==> config.mk <==
export PLATFORM = sky130hd
export DESIGN_NAME = min_order_sequencer
export DESIGN_NICKNAME = d
export VERILOG_FILES = /design/src/rtl/min_order_sequencer_pkg.sv /design/src/rtl/masked_extreme_index.sv /design/src/rtl/min_order_sequencer.sv
export SDC_FILE = /design/constraint.sdc
export NUM_CORES = 1
export LEC_CHECK = 0
export ABC_AREA = 1
export ABC_CLOCK_PERIOD_IN_PS = 4860
export BUFFER_PORTS_ARGS = -buffer_cell sky130_fd_sc_hd__buf_2
export CORE_ASPECT_RATIO = 1.4
export CORE_MARGIN = 2
export CORE_UTILIZATION = 50
export CTS_BUF_LIST = sky130_fd_sc_hd__clkbuf_4 sky130_fd_sc_hd__clkbuf_8
export DETAILED_ROUTE_END_ITERATION = 10
export MAX_ROUTING_LAYER = met4
export PLACE_DENSITY_LB_ADDON = 0.08
export SLEW_MARGIN = 10
export SYNTH_ARGS = -nofsm -noshare
export SYNTH_HDL_FRONTEND = slang
export SYNTH_SLANG_ARGS = --single-unit
==> constraint.sdc <==
create_clock -name clk -period 4.86 [get_ports clk]
set_clock_uncertainty 0.15 [all_clocks]
set_input_delay 0.972 -clock clk [delete_from_list [all_inputs] [get_ports clk]]
set_output_delay 0.972 -clock clk [all_outputs]
set_load 0.03 [all_outputs]
==> src/rtl/min_order_sequencer_pkg.sv <==
// Shared constants and state encoding for the four-entry ordered emitter.
package min_order_sequencer_pkg;

   localparam int unsigned N_ENTRIES = 4;
   localparam int unsigned IDX_W     = 2;

   typedef enum logic [0:0] {
      StIdle = 1'b0,
      StEmit = 1'b1
   } state_e;

endpackage

==> src/rtl/masked_extreme_index.sv <==
// Picks the smallest (desc=0) or largest (desc=1) unmasked entry of four; ties go to the
// lowest index. Also flags when exactly one entry remains unmasked.
module masked_extreme_index
   import min_order_sequencer_pkg::*;
#(
   parameter int unsigned W = 3
) (
   input  logic [N_ENTRIES*W-1:0] vals,
   input  logic [N_ENTRIES-1:0]   mask,
   input  logic                   desc,
   output logic [IDX_W-1:0]       idx,
   output logic                   one_left
);

   // Right operand always carries the higher index, so it wins only on a strict improvement.
   function automatic logic take_right(input logic [W-1:0] lv, input logic lok,
                                       input logic [W-1:0] rv, input logic rok,
                                       input logic dsc);
      if (!rok) return 1'b0;
      if (!lok) return 1'b1;
      return dsc ? (rv > lv) : (rv < lv);
   endfunction

   logic [W-1:0]       v0, v1, v2, v3;
   logic               ok0, ok1, ok2, ok3;
   logic [W-1:0]       lo_val, hi_val;
   logic [IDX_W-1:0]   lo_idx, hi_idx;
   logic               lo_ok, hi_ok;
   logic [N_ENTRIES-1:0] free;

   assign v0  = vals[0*W +: W];
   assign v1  = vals[1*W +: W];
   assign v2  = vals[2*W +: W];
   assign v3  = vals[3*W +: W];
   assign ok0 = ~mask[0];
   assign ok1 = ~mask[1];
   assign ok2 = ~mask[2];
   assign ok3 = ~mask[3];

   always_comb begin
      lo_ok = ok0 | ok1;
      if (take_right(v0, ok0, v1, ok1, desc)) begin
         lo_val = v1;
         lo_idx = 2'd1;
      end else begin
         lo_val = v0;
         lo_idx = 2'd0;
      end

      hi_ok = ok2 | ok3;
      if (take_right(v2, ok2, v3, ok3, desc)) begin
         hi_val = v3;
         hi_idx = 2'd3;
      end else begin
         hi_val = v2;
         hi_idx = 2'd2;
      end

      idx = take_right(lo_val, lo_ok, hi_val, hi_ok, desc) ? hi_idx : lo_idx;
   end

   assign free     = ~mask;
   assign one_left = (free != '0) && ((free & (free - 4'd1)) == '0);

endmodule

==> src/rtl/min_order_sequencer.sv <==
// Loads a batch of four values, then streams them out in ascending or descending order,
// one per out handshake, tagging each with its original index.
module min_order_sequencer
   import min_order_sequencer_pkg::*;
#(
   parameter int unsigned W = 3
) (
   input  logic                   clk,
   input  logic                   rst,
   input  logic                   in_valid,
   output logic                   in_ready,
   input  logic [N_ENTRIES*W-1:0] in_data,
   input  logic                   in_desc,
   output logic                   out_valid,
   input  logic                   out_ready,
   output logic [W-1:0]           out_data,
   output logic [IDX_W-1:0]       out_idx,
   output logic                   out_last,
   output logic                   busy
);

   state_e                 state_q, state_d;
   logic [N_ENTRIES*W-1:0] vals_q, vals_d;
   logic                   desc_q, desc_d;
   logic [N_ENTRIES-1:0]   taken_q, taken_d;

   logic [IDX_W-1:0]       sel;
   logic                   one_left;

   masked_extreme_index #(
      .W (W)
   ) u_pick (
      .vals     (vals_q),
      .mask     (taken_q),
      .desc     (desc_q),
      .idx      (sel),
      .one_left (one_left)
   );

   always_ff @(posedge clk) begin
      if (rst) begin
         state_q <= StIdle;
         vals_q  <= '0;
         desc_q  <= 1'b0;
         taken_q <= '0;
      end else begin
         state_q <= state_d;
         vals_q  <= vals_d;
         desc_q  <= desc_d;
         taken_q <= taken_d;
      end
   end

   always_comb begin
      state_d   = state_q;
      vals_d    = vals_q;
      desc_d    = desc_q;
      taken_d   = taken_q;
      in_ready  = 1'b0;
      out_valid = 1'b0;
      out_data  = '0;
      out_idx   = '0;
      out_last  = 1'b0;
      busy      = 1'b0;

      unique case (state_q)
         StIdle: begin
            in_ready = 1'b1;
            if (in_valid) begin
               vals_d  = in_data;
               desc_d  = in_desc;
               taken_d = '0;
               state_d = StEmit;
            end
         end
         StEmit: begin
            busy      = 1'b1;
            out_valid = 1'b1;
            out_data  = vals_q[sel*W +: W];
            out_idx   = sel;
            out_last  = one_left;
            if (out_ready) begin
               taken_d[sel] = 1'b1;
               if (one_left) state_d = StIdle;
            end
         end
         default: state_d = StIdle;
      endcase
   end

endmodule

==> flow_metrics.py <==
metrics = {
    "status": {
        "status": "finished clean",
    },
    "timing": {
        "fmax_mhz": 225,
        "worst_pin_slew_ns": 0.630,
        "fin_tns_setup_ns": 0,
        "hold_viol_final": 0,
        "fin_crit_ns": 4.45,
        "max_slew_margin_pct": 57.9,
        "setup_viol_count_final": 0,
        "rsz0062_at_grt": "no",
        "post-route-period-util_pct": 91.5,
        "drv_slew": 0,
        "hold_slack_ns": 0.362,
    },
    "global_routing": {
        "antenna_found_initial": 0,
        "grt_pass1_wl_um": 4510,
        "grt_usage_pct": 22.5,
        "gr-total-overflow": 0,
        "grt_pass1_vias": 1055,
        "grt_max_degree": 24,
    },
    "die": {
        "die-area_um2": 2790,
        "core-area_um2": 2230,
        "rows": 20,
        "start_util_pct": 53.5,
        "die_y_um": 61.8,
        "die_x_um": 45.3,
        "ioPinCount": 26,
    },
    "cells_and_area": {
        "area.growth.synth_to_final_pct": 12.9,
        "fill_cells": 230,
        "regArea_um2": 360,
        "layout.nets": 231,
        "multi_input_area_um2": 716,
        "drive_above_1_share_pct": 18.7,
        "mostFrequentLayoutCell": "nand2_1",
        "diodes": 0,
        "layout_common_cells": "nand2_1, buf_2, inv_1, nor2_1, o21ai_0",
    },
    "clock_network": {
        "cts_hold_buf": 0,
        "cts.path.max_buffers": 2,
        "cts.repair.resized": 0,
        "postCtsSetupRepairBufs": 0,
        "cts_tree": "done",
        "cts.sinks": 18,
        "clock_latency_ns": 0.30,
        "numCtsBuffers": 3,
        "cts_root_buf": "clkbuf_4",
        "cts_max_level": 1,
        "clkTransAtPathRegs_ns": 0.10,
    },
    "detailed_routing": {
        "num_vias": 1217,
        "wl_met1_um": 1190,
        "viasPerCell": 5.41,
        "drt_iter0_drc": 32,
        "detail_route.wl_per_cell_um": 12.1,
        "met3_length_um": 115,
        "drc": 0,
        "met2_length_um": 1370,
        "routed_wl_um": 2720,
        "highest-signal-layer": "met4",
        "ant_nets": 0,
        "dr.pass1.iters": 4,
    },
    "critical_path": {
        "crit_chain": "inv_1 > ha_1 > a21oi_1 > nand2_1 > nand2_1 > nand3_1 > nand2_2 > nor2_1 > a21oi_1 > ha_1 > a21oi_1 > nand2_1 > nand2_1 > nand2_2 > nand2_4 > nand2_8 > a21oi_1 > nand2_1 > nand3_1 > nor2_1 > buf_2",
        "crit_type": "reg2out",
        "endpoint_kind": "output pin",
        "critical_path_buf_inv_count": 2,
        "cp_slowest_cell": "dfxtp_1",
        "critPathLaunchType": "flop",
        "cp.arrival_ns": 3.33,
        "cpLargestDelayFamily": "simple AND/OR/NAND/NOR gates",
        "cp_data_required_time_ns": 3.74,
        "crit_fanout": 10,
        "crit_top_cell": "nand2_1",
        "max_stage_delay_ns": 0.35,
    },
    "synth": {
        "synthTopCellsByArea": "dfxtp_1, ha_1, nand2_1, o21ai_0, a21oi_1",
        "synth_cell_type_count": 25,
        "synth_nets": 205,
        "avgSynthCellArea_um2": 6.65,
        "synth_seq_cells": 18,
        "ys_warn_count": 0,
        "synth_cells": 179,
        "synth_top_area_share_pct": 30.3,
        "yosysTopAreaCell": "dfxtp_1",
        "synth-seq-area-share_pct": 30.3,
        "syn_area_um2": 1190,
    },
    "run": {
        "drv_cap": 0,
    },
    "power_and_ir_drop": {
        "p_per_area_nw_per_um2": 413,
        "leakagePower_uw": 0.000677,
        "ir_drop_v": 0.000251,
    },
    "placed_design": {
        "port_buffers": 25,
        "place_congestion": 0.872,
        "dp_hpwl_um": 2180,
    },
    "min_path": {
        "holdCritPathClass": "reg2reg",
    },
}
-- cell usage after synthesis --
library cell / n
nand2_1: 30
nand3b_1: 1
nor2_1: 24
buf_2: 1
o21ai_0: 19
buf_4: 1
dfxtp_1: 18
a31oi_1: 1
nand4_1: 1
nand3_1: 14
nand2_8: 1
o21ai_4: 1
inv_2: 1
clkbuf_2: 1
nand2_2: 3
ha_1: 9
inv_1: 24
nor2_2: 2
clkbuf_1: 1
nand2_4: 2
a21oi_1: 18
nor3_1: 3
o21ai_1: 1
or2_0: 1
o221ai_1: 1
-- flip-flops by register name, summed over array words and instances, names as in the netlist --
register	count
desc_q	1
state_q	1
vals_q	12
taken_q	4
-- cells by family after synthesis --
| group | share of synthesized area [%] |
|---|---|
| and+or+nand+nor | 32.0 |
| DFF | 30.3 |
| adders and majority gates | 9.45 |
| buffers and inverters | 9.66 |
| AOI/OAI and AO/OA | 18.6 |
-- area by class of cell --
| type | instances | share of cell area [%] |
|---|---|---|
| Clock buffer | 3 | 1.67 |
| Inverter | 25 | 6.98 |
| Multi-Input combinational cell | 132 | 53.2 |
| Sequential cell | 18 | 26.8 |
| Tap cell | 22 | 2.05 |
| Timing Repair Buffer | 25 | 9.30 |
-- final timing paths --
check                  start     endpoint  slack [ns]  cells past startpoint
setup reg to reg   vals_q[8]   taken_q[1]        1.91                     19
hold / removal    taken_q[2]   taken_q[2]        0.36                      2
hold reg to reg   taken_q[2]   taken_q[2]        0.36                      2
setup / recovery   vals_q[8]  out_data[0]        0.41                     21
-- per-stage QoR --
stage | cell area (µm²) | util, % | power, µW | worst slack [ns] | instances
global placement | 1320 | 59.4 | 474 | 0.802 | 222
finish | 1350 | 60.4 | 556 | 0.412 | 225
floorplan | 1190 | - | 416 | 0.790 | 179
global route | 1350 | 60.4 | 606 | 0.0533 | 225
detailed placement | 1320 | 59.4 | 479 | 0.770 | 222
CTS | 1350 | 60.4 | 555 | 0.419 | 225
-- metal layers --
layer  vias up  GRT usage, %
met3         5          2.02
met1       540          28.0
met5         -             -
met4         0          7.56
li1        638             -
met2        34          38.2
-- report_power, final --
part	switching [µW]	internal (µW)
combinational	205	105
clock	48.9	29.0
sequential	9.00	159
total	263	293
-- worst reg2reg max path: cells and delay by family (launching register included) --
family,cells,cell delay [ns]
adder cells (fa/ha/maj),2,0.61
AO/OA/AOI/OAI,4,0.63
AND/OR/NAND/NOR,11,1.01
buffers and inverters,2,0.15
flip-flops,1,0.35
Power figures use the tool's default switching activity.
